`src/rtl/alu_op_sequencer.sv`:
```
// Issue-and-writeback stage in front of an 8-bit combinational ALU: reads a
// 4 x 8-bit register file, drives registered ALU inputs, captures result/flags.
module alu_op_sequencer #(
  parameter int NREGS = 4
) (
  input  logic       clk,
  input  logic       rst,
  input  logic       instr_valid,
  output logic       instr_ready,
  input  logic [3:0] instr_op,
  input  logic [1:0] instr_dst,
  input  logic [1:0] instr_srca,
  input  logic [1:0] instr_srcb,
  input  logic       instr_use_imm,
  input  logic [7:0] instr_imm,
  output logic [7:0] alu_a,
  output logic [7:0] alu_b,
  output logic [3:0] alu_op,
  input  logic [7:0] alu_result,
  input  logic       alu_carry,
  output logic       res_valid,
  input  logic       res_ready,
  output logic [7:0] res_data,
  output logic       res_carry,
  output logic       res_zero,
  output logic       res_err,
  output logic [1:0] dbg_state
);

  // Handshakes: a transfer occurs on a rising edge where valid and ready are
  // both high. instr_ready is high only in IDLE; res_valid is high only in DONE,
  // and res_* hold steady from DONE entry until the edge that sees res_ready.
  typedef enum logic [1:0] {
    S_IDLE = 2'd0,
    S_EXEC = 2'd1,
    S_DONE = 2'd2
  } state_t;

  localparam logic [3:0] OP_ADD = 4'b0000;
  localparam logic [3:0] OP_DIV = 4'b0011;

  state_t     r_state;
  state_t     w_next_state;

  logic [7:0] r_regs [NREGS];
  logic [7:0] r_alu_a;
  logic [7:0] r_alu_b;
  logic [3:0] r_alu_op;
  logic [1:0] r_dst;
  logic [7:0] r_res_data;
  logic       r_res_carry;
  logic       r_res_zero;
  logic       r_res_err;

  logic       w_accept;
  logic       w_capture;
  logic [7:0] w_rd_a;
  logic [7:0] w_rd_b;
  logic       w_div_zero;
  logic [7:0] w_cap_data;
  logic       w_cap_carry;
  logic       w_cap_zero;

  always_comb begin
    w_next_state = r_state;
    instr_ready  = 1'b0;
    res_valid    = 1'b0;
    unique case (r_state)
      S_IDLE: begin
        instr_ready = 1'b1;
        if (instr_valid) w_next_state = S_EXEC;
      end
      S_EXEC: begin
        w_next_state = S_DONE;
      end
      S_DONE: begin
        res_valid = 1'b1;
        if (res_ready) w_next_state = S_IDLE;
      end
      default: begin
        w_next_state = S_IDLE;
      end
    endcase
  end

  assign w_accept  = (r_state == S_IDLE) && instr_valid;
  assign w_capture = (r_state == S_EXEC);

  // Operand reads see pre-write values; writeback always lands before IDLE.
  assign w_rd_a = r_regs[instr_srca];
  assign w_rd_b = instr_use_imm ? instr_imm : r_regs[instr_srcb];

  // Divide by zero overrides whatever the ALU produced.
  assign w_div_zero  = (r_alu_op == OP_DIV) && (r_alu_b == 8'h00);
  assign w_cap_data  = w_div_zero ? 8'hFF : alu_result;
  assign w_cap_carry = (r_alu_op == OP_ADD) && alu_carry;
  assign w_cap_zero  = !w_div_zero && (alu_result == 8'h00);

  always_ff @(posedge clk) begin
    if (rst) begin
      r_state     <= S_IDLE;
      r_alu_a     <= 8'h00;
      r_alu_b     <= 8'h00;
      r_alu_op    <= 4'h0;
      r_dst       <= 2'd0;
      r_res_data  <= 8'h00;
      r_res_carry <= 1'b0;
      r_res_zero  <= 1'b0;
      r_res_err   <= 1'b0;
      for (int i = 0; i < NREGS; i++) begin
        r_regs[i] <= 8'h00;
      end
    end else begin
      r_state <= w_next_state;
      if (w_accept) begin
        r_alu_a  <= w_rd_a;
        r_alu_b  <= w_rd_b;
        r_alu_op <= instr_op;
        r_dst    <= instr_dst;
      end
      if (w_capture) begin
        r_res_data  <= w_cap_data;
        r_res_carry <= w_cap_carry;
        r_res_zero  <= w_cap_zero;
        r_res_err   <= w_div_zero;
        if (!w_div_zero) begin
          r_regs[r_dst] <= alu_result;
        end
      end
    end
  end

  assign alu_a     = r_alu_a;
  assign alu_b     = r_alu_b;
  assign alu_op    = r_alu_op;
  assign res_data  = r_res_data;
  assign res_carry = r_res_carry;
  assign res_zero  = r_res_zero;
  assign res_err   = r_res_err;
  assign dbg_state = r_state;

endmodule

```
`config.mk`:
```
export PLATFORM = sky130hd
export DESIGN_NAME = alu_op_sequencer
export DESIGN_NICKNAME = d
export VERILOG_FILES = /design/src/rtl/alu_op_sequencer.sv
export SDC_FILE = /design/constraint.sdc
export NUM_CORES = 1
export LEC_CHECK = 0
export CAP_MARGIN = 0
export CORE_MARGIN = 4
export CORE_UTILIZATION = 50
export CTS_CLUSTER_SIZE = 25
export DETAILED_ROUTE_END_ITERATION = 6
export GPL_ROUTABILITY_DRIVEN = 1
export PLACE_DENSITY_LB_ADDON = 0.08
export RECOVER_POWER = 50
export SLEW_MARGIN = 0
export SYNTH_ARGS = -nofsm -noshare
export SYNTH_HDL_FRONTEND = slang
export SYNTH_SLANG_ARGS = --single-unit
```
`constraint.sdc`:
```
create_clock -name clk -period 1.95 [get_ports clk]
set_input_delay 0.39 -clock clk [delete_from_list [all_inputs] [get_ports clk]]
set_output_delay 0.39 -clock clk [all_outputs]
set_load 0.02 [all_outputs]
```
==> summary.txt <==
Cells and area
  • Final nets: 367
  • Fraction of layout cells with a size suffix above 1: 15.9%
  • Area grow syn2layout: 32.1%
  • ANT cells: 0

Timing
  • Final Max Slew Viols: 0
  • F_max: 526 MHz
  • Final Hold Violating Endpoints: 0
  • Final period util: 97.5%
  • Max-Slew Margin vs Limit: around 43%
  • Post-route minimum period: approximately 1900 ps
  • Setup Skew: around 9.1 ps
  • Unrepaired setup endpoints after global routing: false
  • Slew @ Worst Pin: approximately 850 ps
  • Setup_tns: 0 ps
  • Final setup fails: 0
  • Hold WS: 452 ps

Clock network
  • Root buf cell: clkbuf_8
  • Clock Latency Late Sink: around 340 ps
  • Clk buf depth: 2
  • Hold_buf cts: 0
  • Clock Sinks: 67
  • H-tree depth: 3
  • TritonCTS clock tree: yes
  • Inserted Clock Buffers: 9
  • Clock transition at path regs: 70 ps
  • Setup bufs post-CTS: 0

Pwr
  • PwrDens: ~800 mW/mm2
  • Switching share of total power: a little over a quarter
  • Switching power total: 853 uW
  • Pleak: 0.00157 uW
  • Gate power share: between 10% and 20%
  • Share of power burned in registers: approximately half
  • P_int: 2380 uW
  • Worst vdd ir: 0.000455 V
  • Clk pwr share: between 30 and 40%

Floorplanning
  • Core footprint: between 0.005 and 0.006 mm2
  • I/O Pins: 67
  • Die width: approximately 86 um
  • Die area: 0.00744 mm2
  • Die Y: 86.2 um
  • Initial Util: 51.7%
  • Rows: 28

Synth
  • Count leader, synth: dfxtp_1
  • Post-synth cell types: 33
  • Synth top area cells: edfxtp_1 31%, dfxtp_1 23%, mux4_2 12%
  • Seq/Total Area, Yosys: 54.3%
  • Top FF cell, synth: dfxtp_1
  • Post-synth top area share: 31.4%
  • Async S/R FF share, synth: 0%
  • YS warnings: 0
  • Synth Instances: roughly 260
  • Mapped Nets: 288
  • Top post-synthesis cells by count: 35 x dfxtp_1, 32 x edfxtp_1, 29 x nand2_1, 22 x nor2_1
  • Syn Std Cell Area: 0.00306 mm2
  • Syn Area/Cell: 12.0 um2
  • Yosys reg bits: between 60 and 70
  • Number of synthesized flops with an enable pin: 32
  • Yosys top cell by area: edfxtp_1

Drt
  • Overall routed net length: 7610 um
  • Vias per cell: 5.58
  • Routed via count: between 2,000 and 2,500
  • DR iter-0 viols: 70
  • DRC Markers: 0
  • WL per Instance: 18.3 um
  • Antenna Nets Post-Route: 0
  • Drt pass-1 iters: 4

Worst setup path
  • Crit path largest cell delay: 670 ps
  • Crit path cell chain: clkdlybuf4s50_1
  • Worst Setup End Kind: output pin
  • Crit start category: flop
  • CP Data Required Time: 1560 ps
  • Critical path class: flop to output pin
  • Crit path max fanout: 7
  • Slowest CP cell: clkdlybuf4s50_1
  • CP arrival: approximately 1500 ps
  • WP buf/inv: 1
  • Setup slack, reg-to-reg: roughly 100 ps
  • Largest delay share family, worst path: buffers and inverters

GRT
  • First-pass GRT wire length: 12,100 um
  • GRT overflow: 0
  • Initial antenna violation count: 0
  • GRT Util Overall: 21.8%
  • Number of global-route vias before repair: between 2,000 and 2,500
  • Largest net degree at the start of global routing: 27

Placed design
  • Port Buffers: 66
  • Hpwl dp: approximately 5700 um
  • RD Place Congestion: 0.854

Outcome
  • Status: completed

Hold path
  • Hold Path Class: flop to flop

Job
  • Max Cap Viol: 0
==> sequential cells by signal, summed over array words and instances, names as in the netlist <==
register / flops
r_regs: 32
res_zero: 1
alu_a: 8
res_carry: 1
dbg_state: 2
res_err: 1
alu_op: 4
r_dst: 2
res_data: 8
alu_b: 8
==> per-stage QoR <==
stage	util (%)	power (uW)	instance area (um2)	instances	setup WS [ps]
after detailed placement	66.5	2250	3940	399	43.1
after global placement	66.5	2240	3940	399	57.6
after global routing	68.3	3370	4040	415	2.94
after CTS	69.4	3280	4110	415	38.5
final	68.3	3230	4040	415	48.0
after floorplan	-	1950	3060	256	118
==> power by group through the flow <==
stage	clock [uW]	sequential, uW	combinational, uW
after floorplan	0	1690	257
after global placement	0	1650	589
after detailed placement	0	1650	595
final	1040	1620	568
after CTS	1060	1620	596
after global routing	1130	1630	613
==> final cells by class <==
type                    count  area (um2)
fillers                   476        1880
flip-flops and latches     67        1660
multi-input cells         162        1260
repair buffers             87         826
clock buffers              14         163
well taps                  75        93.8
inverters                   8        30.0
clock inverters             2        10.0
==> cells in the final DEF (no fill, tap or decap), types with 2 or more instances in the layout <==
cell type and count:
clkbuf_1 8, clkbuf_2 3, and4_1 8, and2_1 6, nor4_4 2, mux2i_1 8
nor2_1 22, a21o_1 2, nand2_1 29, mux4_2 16, clkdlybuf4s50_1 61, clkinv_2 2
nor2b_1 2, dlygate4sd3_1 3, nor4_1 3, a21oi_1 16, and3_1 16, edfxtp_1 32
a31o_2 2, nand3_1 2, and2_0 2, buf_4 11, clkbuf_8 11, buf_12 3
dfxtp_1 35, a211oi_1 16, inv_1 8
==> final timing paths <==
kind / start / end / depth (start not counted)
worst min register to register: res_carry / res_carry / 2
worst max-delay path: dbg_state[0] / dbg_state[0] / 1
worst min-delay path: res_carry / res_carry / 2
worst max register to register: dbg_state[0] / r_regs[2][0] / 3
==> tightest hold or removal path, cell delays in order (launching register included) <==
cell and delay, ps:
dfxtp_1 310, nand2_1 50, a21oi_1 50
==> repair_timing <==
action,4_1_cts,5_1_grt
endpoints found under the setup margin,1,1
cloned,0,0
hold endpoints to repair,0,0
gates resized for setup,1,1
==> cell families (layout without fill, tap and decap cells) <==
kind of cell / count (synthesis) / after routing / share of synthesized area [%]
simple gates: 99 / 99 / 18.2
flops: 67 / 67 / 54.3
compound gates: 39 / 39 / 9.20
buf+inv: 27 / 111 / 3.92
mux: 24 / 24 / 14.4
==> metal layers <==
layer / vias up / track usage [%] / share of wire, %
li1: 1112 / - / -
met1: 1119 / 26.7 / 42
met2: 68 / 36.5 / 50
met3: 18 / 4.28 / 5.0
met4: 0 / 11.8 / 3.0
met5: - / 0 / 0
Note: power is estimated with default switching activity, not from simulation.
